**src/rtl/wb_ctrl_pkg.sv**
```systemverilog
// Shared register-file widths and the write-request record used by the write-back path.
package riscv_defines;

    localparam int ADDR_WIDTH = 5;
    localparam int WORD_WIDTH = 32;
    localparam int N_OF_REGS  = 32;

    typedef struct packed {
        logic [ADDR_WIDTH-1:0] addr;
        logic [WORD_WIDTH-1:0] data;
    } wb_req_t;

    function automatic logic is_x0(input logic [ADDR_WIDTH-1:0] addr);
        return (addr == {ADDR_WIDTH{1'b0}});
    endfunction

endpackage

```
**src/rtl/wb_ctrl_if.sv**
```systemverilog
// Bundle of ALU, LSU, decode-read and bank-write signals around the write-back controller.
interface wb_ctrl_if;
    import riscv_defines::*;

    logic                  alu_wb_valid_i;
    logic [ADDR_WIDTH-1:0] alu_wb_addr_i;
    logic [WORD_WIDTH-1:0] alu_wb_data_i;
    logic                  alu_stall_o;
    logic                  lsu_issue_i;
    logic [ADDR_WIDTH-1:0] lsu_issue_addr_i;
    logic                  lsu_rsp_valid_i;
    logic                  lsu_rsp_ready_o;
    logic [ADDR_WIDTH-1:0] lsu_rsp_addr_i;
    logic [WORD_WIDTH-1:0] lsu_rsp_data_i;
    logic [ADDR_WIDTH-1:0] read_addr1_i;
    logic [ADDR_WIDTH-1:0] read_addr2_i;
    logic [WORD_WIDTH-1:0] read_data1_i;
    logic [WORD_WIDTH-1:0] read_data2_i;
    logic [WORD_WIDTH-1:0] read_data1_o;
    logic [WORD_WIDTH-1:0] read_data2_o;
    logic                  hazard_o;
    logic                  write_en_o;
    logic [ADDR_WIDTH-1:0] write_addr_o;
    logic [WORD_WIDTH-1:0] write_data_o;

    modport slave (
        input  alu_wb_valid_i, alu_wb_addr_i, alu_wb_data_i,
        input  lsu_issue_i, lsu_issue_addr_i,
        input  lsu_rsp_valid_i, lsu_rsp_addr_i, lsu_rsp_data_i,
        input  read_addr1_i, read_addr2_i, read_data1_i, read_data2_i,
        output alu_stall_o, lsu_rsp_ready_o,
        output read_data1_o, read_data2_o, hazard_o,
        output write_en_o, write_addr_o, write_data_o
    );

    modport master (
        output alu_wb_valid_i, alu_wb_addr_i, alu_wb_data_i,
        output lsu_issue_i, lsu_issue_addr_i,
        output lsu_rsp_valid_i, lsu_rsp_addr_i, lsu_rsp_data_i,
        output read_addr1_i, read_addr2_i, read_data1_i, read_data2_i,
        input  alu_stall_o, lsu_rsp_ready_o,
        input  read_data1_o, read_data2_o, hazard_o,
        input  write_en_o, write_addr_o, write_data_o
    );

endinterface

```
**src/rtl/wb_ctrl_chk.sv**
```systemverilog
// Protocol checks on the scoreboard and write port of the write-back controller.
module wb_ctrl_chk #(
    parameter int ADDR_WIDTH = 5,
    parameter int N_OF_REGS  = 32
) (
    input logic                  clk,
    input logic                  rst,
    input logic                  issue,
    input logic [ADDR_WIDTH-1:0] issue_addr,
    input logic                  alu_valid,
    input logic [ADDR_WIDTH-1:0] alu_addr,
    input logic                  clr_en,
    input logic [ADDR_WIDTH-1:0] clr_addr,
    input logic [N_OF_REGS-1:0]  pending,
    input logic                  write_en,
    input logic [ADDR_WIDTH-1:0] write_addr
);

    // A register already waiting on a load must not get a second producer.
    always_ff @(posedge clk) begin
        if (!rst) begin
            assert (!(issue && pending[issue_addr] && !(clr_en && (clr_addr == issue_addr))))
                else $error("wb_ctrl: load issued to pending register %0d", issue_addr);
            assert (!(alu_valid && pending[alu_addr]))
                else $error("wb_ctrl: ALU write to pending register %0d", alu_addr);
            assert (!(write_en && (write_addr == {ADDR_WIDTH{1'b0}})))
                else $error("wb_ctrl: bank write to x0");
        end
    end

endmodule

```
**src/rtl/wb_ctrl_fifo.sv**
```systemverilog
// Small synchronous FIFO of write requests buffering LSU load responses.
module wb_fifo
    import riscv_defines::*;
#(
    parameter int DEPTH = 2
) (
    input  logic    clk,
    input  logic    rst,
    input  logic    push_i,
    input  logic    pop_i,
    input  wb_req_t wdata_i,
    output wb_req_t rdata_o,
    output logic    full_o,
    output logic    empty_o
);

    localparam int                PTR_W    = $clog2(DEPTH);
    localparam logic [PTR_W-1:0]  PTR_ONE  = PTR_W'(32'd1);
    localparam logic [PTR_W:0]    CNT_ONE  = (PTR_W + 1)'(32'd1);
    localparam logic [PTR_W:0]    CNT_FULL = (PTR_W + 1)'(DEPTH);

    wb_req_t          mem_r [DEPTH];
    logic [PTR_W-1:0] wr_ptr_r;
    logic [PTR_W-1:0] rd_ptr_r;
    logic [PTR_W:0]   count_r;
    logic             push_ok_s;
    logic             pop_ok_s;

    assign full_o    = (count_r == CNT_FULL);
    assign empty_o   = (count_r == {(PTR_W + 1){1'b0}});
    assign push_ok_s = push_i && !full_o;
    assign pop_ok_s  = pop_i && !empty_o;
    assign rdata_o   = mem_r[rd_ptr_r];

    // Storage, pointers (wrapping by power-of-2 overflow) and occupancy count.
    always_ff @(posedge clk or posedge rst) begin
        if (rst) begin
            for (int i = 0; i < DEPTH; i++) begin
                mem_r[i] <= {$bits(wb_req_t){1'b0}};
            end
            wr_ptr_r <= {PTR_W{1'b0}};
            rd_ptr_r <= {PTR_W{1'b0}};
            count_r  <= {(PTR_W + 1){1'b0}};
        end else begin
            if (push_ok_s) begin
                mem_r[wr_ptr_r] <= wdata_i;
                wr_ptr_r        <= wr_ptr_r + PTR_ONE;
            end
            if (pop_ok_s) begin
                rd_ptr_r <= rd_ptr_r + PTR_ONE;
            end
            case ({push_ok_s, pop_ok_s})
                2'b10:   count_r <= count_r + CNT_ONE;
                2'b01:   count_r <= count_r - CNT_ONE;
                default: count_r <= count_r;
            endcase
        end
    end

endmodule

```
**src/rtl/wb_ctrl.sv**
```systemverilog
// Write-back controller: arbitrates ALU results and buffered load data onto the single bank
// write port, tracks loads in flight, and forwards the write in progress to decode.
module wb_ctrl #(
    parameter int ADDR_WIDTH     = riscv_defines::ADDR_WIDTH,
    parameter int WORD_WIDTH     = riscv_defines::WORD_WIDTH,
    parameter int N_OF_REGS      = riscv_defines::N_OF_REGS,
    parameter int LSU_FIFO_DEPTH = 2
) (
    input logic      clk,
    input logic      rst,
    wb_ctrl_if.slave bus
);

    riscv_defines::wb_req_t rsp_s;
    riscv_defines::wb_req_t head_s;
    logic                   fifo_full_s;
    logic                   fifo_empty_s;
    logic                   push_s;
    logic                   pop_s;
    logic                   alu_win_s;
    logic                   clr_en_s;

    logic                   write_en_r;
    logic [ADDR_WIDTH-1:0]  write_addr_r;
    logic [WORD_WIDTH-1:0]  write_data_r;
    logic                   write_en_nxt_s;
    logic [ADDR_WIDTH-1:0]  write_addr_nxt_s;
    logic [WORD_WIDTH-1:0]  write_data_nxt_s;
    logic [N_OF_REGS-1:0]   pending_r;
    logic [N_OF_REGS-1:0]   pending_nxt_s;

    assign rsp_s               = {bus.lsu_rsp_addr_i, bus.lsu_rsp_data_i};
    assign push_s              = bus.lsu_rsp_valid_i && !fifo_full_s;
    assign bus.lsu_rsp_ready_o = !fifo_full_s;
    assign bus.alu_stall_o     = fifo_full_s && bus.alu_wb_valid_i;
    assign clr_en_s            = pop_s && !riscv_defines::is_x0(head_s.addr);

    wb_fifo #(.DEPTH(LSU_FIFO_DEPTH)) u_fifo (
        .clk     (clk),
        .rst     (rst),
        .push_i  (push_s),
        .pop_i   (pop_s),
        .wdata_i (rsp_s),
        .rdata_o (head_s),
        .full_o  (fifo_full_s),
        .empty_o (fifo_empty_s)
    );

    // Single winner per cycle; a full buffer pre-empts the ALU so loads cannot starve.
    always_comb begin
        alu_win_s = 1'b0;
        pop_s     = 1'b0;
        if (fifo_full_s) begin
            pop_s = 1'b1;
        end else if (bus.alu_wb_valid_i && !riscv_defines::is_x0(bus.alu_wb_addr_i)) begin
            alu_win_s = 1'b1;
        end else if (!fifo_empty_s) begin
            pop_s = 1'b1;
        end else begin
            alu_win_s = 1'b0;
            pop_s     = 1'b0;
        end
    end

    // Next write-port contents; x0 entries still drain but never raise the enable.
    always_comb begin
        write_en_nxt_s   = 1'b0;
        write_addr_nxt_s = write_addr_r;
        write_data_nxt_s = write_data_r;
        if (alu_win_s) begin
            write_en_nxt_s   = 1'b1;
            write_addr_nxt_s = bus.alu_wb_addr_i;
            write_data_nxt_s = bus.alu_wb_data_i;
        end else if (pop_s) begin
            write_en_nxt_s   = clr_en_s;
            write_addr_nxt_s = head_s.addr;
            write_data_nxt_s = head_s.data;
        end else begin
            write_en_nxt_s = 1'b0;
        end
    end

    // Scoreboard update: clear on pop first so a same-cycle issue of that register wins.
    always_comb begin
        pending_nxt_s = pending_r;
        if (clr_en_s) begin
            pending_nxt_s[head_s.addr] = 1'b0;
        end else begin
            pending_nxt_s = pending_r;
        end
        if (bus.lsu_issue_i && !riscv_defines::is_x0(bus.lsu_issue_addr_i)) begin
            pending_nxt_s[bus.lsu_issue_addr_i] = 1'b1;
        end else begin
            pending_nxt_s[0] = 1'b0;
        end
        pending_nxt_s[0] = 1'b0;
    end

    // Registered write port and scoreboard state.
    always_ff @(posedge clk or posedge rst) begin
        if (rst) begin
            write_en_r   <= 1'b0;
            write_addr_r <= {ADDR_WIDTH{1'b0}};
            write_data_r <= {WORD_WIDTH{1'b0}};
            pending_r    <= {N_OF_REGS{1'b0}};
        end else begin
            write_en_r   <= write_en_nxt_s;
            write_addr_r <= write_addr_nxt_s;
            write_data_r <= write_data_nxt_s;
            pending_r    <= pending_nxt_s;
        end
    end

    // Decode-side view: hazard on pending sources, bypass of the write in flight.
    always_comb begin
        bus.hazard_o = pending_r[bus.read_addr1_i] || pending_r[bus.read_addr2_i];
        if (write_en_r && (write_addr_r == bus.read_addr1_i) && !riscv_defines::is_x0(bus.read_addr1_i)) begin
            bus.read_data1_o = write_data_r;
        end else begin
            bus.read_data1_o = bus.read_data1_i;
        end
        if (write_en_r && (write_addr_r == bus.read_addr2_i) && !riscv_defines::is_x0(bus.read_addr2_i)) begin
            bus.read_data2_o = write_data_r;
        end else begin
            bus.read_data2_o = bus.read_data2_i;
        end
    end

    assign bus.write_en_o   = write_en_r;
    assign bus.write_addr_o = write_addr_r;
    assign bus.write_data_o = write_data_r;

    wb_ctrl_chk #(.ADDR_WIDTH(ADDR_WIDTH), .N_OF_REGS(N_OF_REGS)) u_chk (
        .clk        (clk),
        .rst        (rst),
        .issue      (bus.lsu_issue_i),
        .issue_addr (bus.lsu_issue_addr_i),
        .alu_valid  (bus.alu_wb_valid_i),
        .alu_addr   (bus.alu_wb_addr_i),
        .clr_en     (clr_en_s),
        .clr_addr   (head_s.addr),
        .pending    (pending_r),
        .write_en   (write_en_r),
        .write_addr (write_addr_r)
    );

endmodule

```
**src/flat_wrapper.sv**
```systemverilog
// flat-port wrapper written by rule: the top's interface ports become plain ports
module wb_ctrl_flat 
#(
    parameter int ADDR_WIDTH     = riscv_defines::ADDR_WIDTH,
    parameter int WORD_WIDTH     = riscv_defines::WORD_WIDTH,
    parameter int N_OF_REGS      = riscv_defines::N_OF_REGS,
    parameter int LSU_FIFO_DEPTH = 2
)
  (clk, rst, bus_alu_wb_valid_i, bus_alu_wb_addr_i, bus_alu_wb_data_i, bus_lsu_issue_i, bus_lsu_issue_addr_i, bus_lsu_rsp_valid_i, bus_lsu_rsp_addr_i, bus_lsu_rsp_data_i, bus_read_addr1_i, bus_read_addr2_i, bus_read_data1_i, bus_read_data2_i, bus_alu_stall_o, bus_lsu_rsp_ready_o, bus_read_data1_o, bus_read_data2_o, bus_hazard_o, bus_write_en_o, bus_write_addr_o, bus_write_data_o);
  wb_ctrl_if bus_i ();
  input logic clk;
  input logic rst;
  input wire logic [$bits(bus_i.alu_wb_valid_i)-1:0] bus_alu_wb_valid_i;
  input wire logic [$bits(bus_i.alu_wb_addr_i)-1:0] bus_alu_wb_addr_i;
  input wire logic [$bits(bus_i.alu_wb_data_i)-1:0] bus_alu_wb_data_i;
  input wire logic [$bits(bus_i.lsu_issue_i)-1:0] bus_lsu_issue_i;
  input wire logic [$bits(bus_i.lsu_issue_addr_i)-1:0] bus_lsu_issue_addr_i;
  input wire logic [$bits(bus_i.lsu_rsp_valid_i)-1:0] bus_lsu_rsp_valid_i;
  input wire logic [$bits(bus_i.lsu_rsp_addr_i)-1:0] bus_lsu_rsp_addr_i;
  input wire logic [$bits(bus_i.lsu_rsp_data_i)-1:0] bus_lsu_rsp_data_i;
  input wire logic [$bits(bus_i.read_addr1_i)-1:0] bus_read_addr1_i;
  input wire logic [$bits(bus_i.read_addr2_i)-1:0] bus_read_addr2_i;
  input wire logic [$bits(bus_i.read_data1_i)-1:0] bus_read_data1_i;
  input wire logic [$bits(bus_i.read_data2_i)-1:0] bus_read_data2_i;
  output wire logic [$bits(bus_i.alu_stall_o)-1:0] bus_alu_stall_o;
  output wire logic [$bits(bus_i.lsu_rsp_ready_o)-1:0] bus_lsu_rsp_ready_o;
  output wire logic [$bits(bus_i.read_data1_o)-1:0] bus_read_data1_o;
  output wire logic [$bits(bus_i.read_data2_o)-1:0] bus_read_data2_o;
  output wire logic [$bits(bus_i.hazard_o)-1:0] bus_hazard_o;
  output wire logic [$bits(bus_i.write_en_o)-1:0] bus_write_en_o;
  output wire logic [$bits(bus_i.write_addr_o)-1:0] bus_write_addr_o;
  output wire logic [$bits(bus_i.write_data_o)-1:0] bus_write_data_o;
  assign bus_i.alu_wb_valid_i = bus_alu_wb_valid_i;
  assign bus_i.alu_wb_addr_i = bus_alu_wb_addr_i;
  assign bus_i.alu_wb_data_i = bus_alu_wb_data_i;
  assign bus_i.lsu_issue_i = bus_lsu_issue_i;
  assign bus_i.lsu_issue_addr_i = bus_lsu_issue_addr_i;
  assign bus_i.lsu_rsp_valid_i = bus_lsu_rsp_valid_i;
  assign bus_i.lsu_rsp_addr_i = bus_lsu_rsp_addr_i;
  assign bus_i.lsu_rsp_data_i = bus_lsu_rsp_data_i;
  assign bus_i.read_addr1_i = bus_read_addr1_i;
  assign bus_i.read_addr2_i = bus_read_addr2_i;
  assign bus_i.read_data1_i = bus_read_data1_i;
  assign bus_i.read_data2_i = bus_read_data2_i;
  assign bus_alu_stall_o = bus_i.alu_stall_o;
  assign bus_lsu_rsp_ready_o = bus_i.lsu_rsp_ready_o;
  assign bus_read_data1_o = bus_i.read_data1_o;
  assign bus_read_data2_o = bus_i.read_data2_o;
  assign bus_hazard_o = bus_i.hazard_o;
  assign bus_write_en_o = bus_i.write_en_o;
  assign bus_write_addr_o = bus_i.write_addr_o;
  assign bus_write_data_o = bus_i.write_data_o;
  wb_ctrl #(.ADDR_WIDTH(ADDR_WIDTH), .WORD_WIDTH(WORD_WIDTH), .N_OF_REGS(N_OF_REGS), .LSU_FIFO_DEPTH(LSU_FIFO_DEPTH)) u_core (.clk(clk), .rst(rst), .bus(bus_i));
endmodule
```
**config.mk**
```make
export PLATFORM = sky130hd
export DESIGN_NAME = wb_ctrl_flat
export DESIGN_NICKNAME = d
export VERILOG_FILES = /design/src/rtl/wb_ctrl_pkg.sv /design/src/rtl/wb_ctrl_if.sv /design/src/rtl/wb_ctrl_chk.sv /design/src/rtl/wb_ctrl_fifo.sv /design/src/rtl/wb_ctrl.sv /design/src/flat_wrapper.sv
export SDC_FILE = /design/constraint.sdc
export NUM_CORES = 1
export LEC_CHECK = 0
export ABC_AREA = 1
export CAP_MARGIN = 20
export CORE_MARGIN = 5
export CORE_UTILIZATION = 27
export DETAILED_ROUTE_END_ITERATION = 10
export SKIP_LAST_GASP = 1
export SLEW_MARGIN = 20
export SYNTH_ARGS = -nofsm -noshare
export SYNTH_HDL_FRONTEND = slang
export SYNTH_SLANG_ARGS = --single-unit
```
**constraint.sdc**
```tcl
create_clock -name clk -period 7.1 [get_ports clk]
set_input_delay 2.13 -clock clk [delete_from_list [all_inputs] [get_ports clk]]
set_output_delay 2.13 -clock clk [all_outputs]
set_load 0.005 [all_outputs]
```
# Word level (Yosys, flattened, before mapping)
# Cells that the tools add are included.
# op_classes
order_cmp	9
reduce_logical	30
bitwise_logic	5
muxes	30
eq_ne	5
addsub	4
# op_table
op	n
$mux W32	5
$mux W37	4
$bwmux W74	1
$demux W37 S1	1
$and A32 B32 Y32	1
$not A32 Y32	1
$or A32 B32 Y32	1
$mux W31	1
$logic_not A5 Y1	5
$lt A5 B6 Y1 const B	4
$logic_and A1 B1 Y1	14
$mux W1	11
$bmux W1 S5	2
$demux W1 S5	2
$eq A5 B5 Y1	2
$ge A5 B1 Y1 const B	2
$mux W5	2
$logic_not A1 Y1	7
$eq A2 B2 Y1 const B	2
$ge A2 B2 Y1 const B	2
$not A1 Y2	2
$pmux W2 S2	1
$reduce_bool A2 Y1	2
$add A1 B1 Y1 const B	2
6 further kinds	6
# word_totals
output_inout_bits	105
register_bits	147
inputBits	158
word_cells	94

# Logic depth before layout (Yosys ltp)
# logic_depth
depth_word	13
mapped_depth	12
depth_no_buf	10

# By module
# A second synthesis with hierarchy kept.
# hier_totals
hier_cells	1285
hier_area_um2	8891.0
# by_module_without_submodules
module	area_per_inst_um2	seq_area_each_um2	cells_per_inst	n_inst
wb_ctrl	5112.4	1726.7	805	1
wb_fifo	3778.6	1951.9	480	1

# Worst setup path after synthesis
# Ideal clock, no wire load.
# synth_timing
path_kind	input -> output
start	input bus_read_addr2_i[1]
end	output bus_read_data2_o[0]
setup_slack_ns	1.785
arrival_ns	3.185
path_stages	9
cell_sequence	buf_2 -> inv_2 -> nand3_1 -> o21ai_1 -> nand2_1 -> nand4_2 -> clkbuf_1 -> nand2_1 -> nand2_1
# synth_between
elab_chain_cells	4
word_cells_on_any_way	6
cone_classes	1 x eq/ne; 1 x mux; 4 x reduce/logical
# synth_rtl
item	line	source
start, declared	flat_wrapper.sv:22	input wire logic [$bits(bus_i.read_addr2_i)-1:0] bus_read_addr2_i;
$eq A5 B5 Y1 or $logic_not A5 Y1 (tied branches)	wb_ctrl.sv:122, wb_ctrl_pkg.sv:14	
$logic_and A1 B1 Y1 or $logic_not A1 Y1 (tied branches)	wb_ctrl.sv:122	if (write_en_r && (write_addr_r == bus.read_addr2_i) && !riscv_defines::is_x0(bus.read_addr2_i)) begin
$logic_and A1 B1 Y1 (*)	wb_ctrl.sv:122	
$mux W32 (*)	wb_ctrl.sv:122	
end, declared	flat_wrapper.sv:28	output wire logic [$bits(bus_i.read_data2_o)-1:0] bus_read_data2_o;
# Mark *: on every way between the ends. The rest lies on a longest branch, timed or not.

# Worst setup path after layout
# layout_timing
start	input bus_read_addr2_i[1]
end	output bus_read_data2_o[11]
# Same word-level chain as after synthesis.

==> summary.md <==
| Metric | Value |
|---|---|
| Die Y-Extent | about 180 um |
| RR Endpoint | u_core.bus.write_data_o[23] |
| Hold_ws | just under 0.5 ns |
| Crit path required time | 4.97 ns |
| Setup CP Type | input pin to output pin |
| Slew Viols, Final | 0 |
| Worst hold path startpoint | u_core.u_fifo.mem_r[36] |
| Final setup fails | 0 |
| Register clock-pin slew on the reported worst setup and hold paths | ~0.06 ns |
| CP max FO | 32 |
| Setup WS post-layout | about 0.39 ns |
| Post-synthesis sequential area ratio | ~45% |
| Synthesis-to-layout area growth | 43.6% |
| Pwr/cell area | around 380 mW/mm2 |
| Design Area, Final | between 0.01 and 0.015 mm2 |
| Post-synth EDFFs | 0 |
| M2 GR Usage | between 20% and 30% |
| DR WL/cell | 17.6 um |
| First-pass GRT wire length | roughly 48 mm |
| DP Area | ~0.011 mm2 |
| Clock sink total | between 100 and 150 |
| Hold Path Depth | 2 |
| Final wirelength | 32.1 mm |
| Critical path, cell by cell | clkdlybuf4s50_1, inv_2, nand3_1, o21ai_1, nand2_1, nand4_2, inv_2, nand2_1, nand2_1, clkdlybuf4s50_1 |
| Period utilisation layout | around 95% |
| CTS tree | done |
| NetSw | about 1.9 mW |
| Vias | around 8,400 |
| DRT Pass-1 Iters | 5 |
| Layout Cells excl Fill | between 1,500 and 2,000 |
| Final nets | around 1,600 |
| M3 GR Usage | under 10% |
| Worst path most repeated cell | nand2_1 |
| CP max stage cell | clkdlybuf4s50_1 |
| Slowest stage delay, CP | around 0.70 ns |
| Gr busiest metal | met2 |
| Post-route antenna net violation count | 0 |
| Most used DFF post-synth | dfrtp_1 |
| Maximum vdd drop | approximately 190 uV |
| Ys async rst share | 100% |
| Most common library cells after synthesis | nand2_1 (521), dfrtp_1 (147), nand3_1 (139), o21ai_0 (135), inv_1 (104) |
| Die width | 184 um |
| Post-CTS resize count | 0 |
| Cell count after synthesis | 1,185 |
| # Post-CTS Setup Buffers | 0 |
| Core area | 0.0297 mm2 |
| Post-Syn Area per Cell | between 6 and 7 um2 |
| CTS Buf Count | 17 |
| Arrival @ worst endpoint | around 4.6 ns |
| Clock buffer depth | 2 |
| Worst Hold Path EP | u_core.u_fifo.mem_r[36] |
| GRT overflow | 0 |
| Final Hold Fails | 0 |
| Htree depth | 4 |
| Clk_skew | 0.0103 ns |
| Clock Latency Late Sink | 0.43 ns |
| Top post-synthesis cells by area | dfrtp_1 (45%), nand2_1 (24%), nand3_1 (8.5%), o21ai_0 (8.3%), inv_1 (4.8%) |
| Initial antenna violation count | 1 |
| Syn nets | 1,344 |
| Slew headroom | roughly two fifths |
| RSZ-0062 raised after global routing | no |
| Combinational share of power | a little over two fifths |
| Synth warnings | 0 |
| Status | finished clean |
| DRT iter0 DRCs | ~760 |
| Clk pwr share | a little over a fifth |
| Die ar. | 0.0338 mm2 |
| Yosys reg bits | approximately 150 |
| Vias in the first global route | about 8,200 |
| Part of the power in registers | 36.2% |
| Residual DRC | 0 |
| P_int | roughly 2.5 mW |
| Crit path launch type | input pin |
| Fmax | about 150 MHz |
| Initial Util | 27.5% |
| Max-cap viol count | 0 |
| Area of the mapped netlist | slightly above 0.008 mm2 |
| FF-to-FF setup slack | roughly 4.6 ns |
| Sw Share | 43.2% |
| DR vias/cell | roughly 4.6 |
| Post-place setup slack | ~0.4 ns |
| DP Wirelength | approximately 25 mm |
| Placement Rows | 63 |
| Fraction of layout cells with a size suffix above 1 | under 10% |
| Tot GR Track Use | roughly 18% |
| Largest area contributor in the netlist | dfrtp_1 |
| Worst min-delay path class | flip-flop to flip-flop |
| Count of input and output buffers | approximately 260 |
| Crit. End Element | output pin |
| Final setup TNS | 0 ns |
| Synth top area share | a little under half |
| Placed Cells | roughly 1,800 |
| Met1 Usage GRT | 26.3% |
| Hold buffer count at CTS | 0 |
| Cell with the most instances after synthesis | nand2_1 |
| Leakage power | ~5.6 nW |
| GPL Wtd Cong | about 0.9 |
| Fin crit period | 6.71 ns |
| # IOs | between 200 and 300 |
| Synth unique cells | 31 |
| Worst-margin pin slew | 0.924 ns |
| Reg2Reg Launch Point | u_core.u_fifo.count_r[0] |
| Root Driver | clkbuf_16 |
| Reg2Reg Depth | 7 |
| Largest net degree at the start of global routing | ~110 |
kinds of logic (layout without fill, tap and decap cells):
family	Yosys count	count (layout)	share of synthesized area, %
other	0	1	0
DFF	147	147	45.1
and+or+nand+nor	693	693	34.9
buffers and inverters	172	419	8.84
adders and majority gates	1	1	0.153
AOI/OAI and AO/OA	167	167	10.5
xor gates and xnor gates	5	5	0.537
sequential cells by signal, summed over array words and instances, names as in the netlist:
signal and count:
u_core.u_fifo.rd_ptr_r 1, u_core.u_fifo.count_r 2, u_core.bus.write_data_o 32, u_core.pending_r 31
u_core.u_fifo.wr_ptr_r 1, u_core.u_fifo.mem_r 74, u_core.bus.write_addr_o 5, u_core.bus.write_en_o 1
per-stage QoR:
| step | util, % | total power, mW |
|---|---|---|
| floorplan | - | 2.58 |
| global placement | 37.3 | 3.48 |
| detailed placement | 37.3 | 3.50 |
| global route | 39.5 | 4.76 |
| finish | 39.5 | 4.41 |
| CTS | 39.4 | 4.44 |
power by group through the flow:
stage	clock, mW	combinational, mW	sequential (mW)
floorplan	0	1.11	1.47
global placement	0	1.88	1.59
detailed placement	0	1.89	1.60
CTS	0.939	1.91	1.59
global route	0.973	2.13	1.65
finish	0.919	1.89	1.60
layer usage:
layer  share of wire (%)  up-vias
met2                  45      270
met1                  47     3901
met4                 2.3        0
met3                 5.8       41
met5                   0        -
li1                    -     4235
placed cells by master, fill, tap and decap left out:
master / count
or2_2: 1
xnor2_1: 2
o22ai_1: 1
nor3_4: 1
nor2_4: 1
inv_2: 8
nor3_1: 5
diode_2: 1
o211ai_1: 3
nand4_1: 4
clkbuf_16: 17
nor4_1: 1
o21ai_0: 135
nand4_2: 1
clkinv_8: 7
inv_8: 4
xor2_1: 3
inv_12: 1
o221ai_1: 3
nand2_1: 521
inv_6: 4
buf_12: 1
nand3_2: 2
inv_1: 103
dfrtp_1: 147
a21oi_1: 2
nor2_2: 2
o21ai_2: 2
buf_4: 12
nand2_2: 4
nor2_1: 12
nand3_1: 138
clkdlybuf4s50_1: 262
o21ai_1: 21
ha_1: 1
critical path, delay by kind of cell:
kind                   cells  cell delay [ns]
AND/OR/NAND/NOR            5             0.58
buffers and inverters      4             1.81
AO/OA/AOI/OAI              1             0.06
area by class of cell:
class,count,area [um2]
inverter,112,428
fill,3125,18000
sequential,147,3680
multi-input combinational,866,3770
timing repair buffer,275,2730
antenna,1,2.50
tap,390,488
clock buffer,17,425
clock inverter,15,199
worst max path at each step:
stage	startpoint	endpoint	slack [ns]
after floorplan	rst	u_core.bus.write_addr_o[0]	1.02
after global placement	bus_read_addr2_i[1]	bus_read_data2_o[16]	0.40
after detailed placement	bus_read_addr2_i[1]	bus_read_data2_o[11]	0.40
after CTS	bus_read_addr2_i[1]	bus_read_data2_o[11]	0.40
after global routing	bus_read_addr2_i[1]	bus_read_data2_o[20]	0.19
final	bus_read_addr2_i[1]	bus_read_data2_o[11]	0.39
No activity file was read; power rests on OpenSTA's default activity.
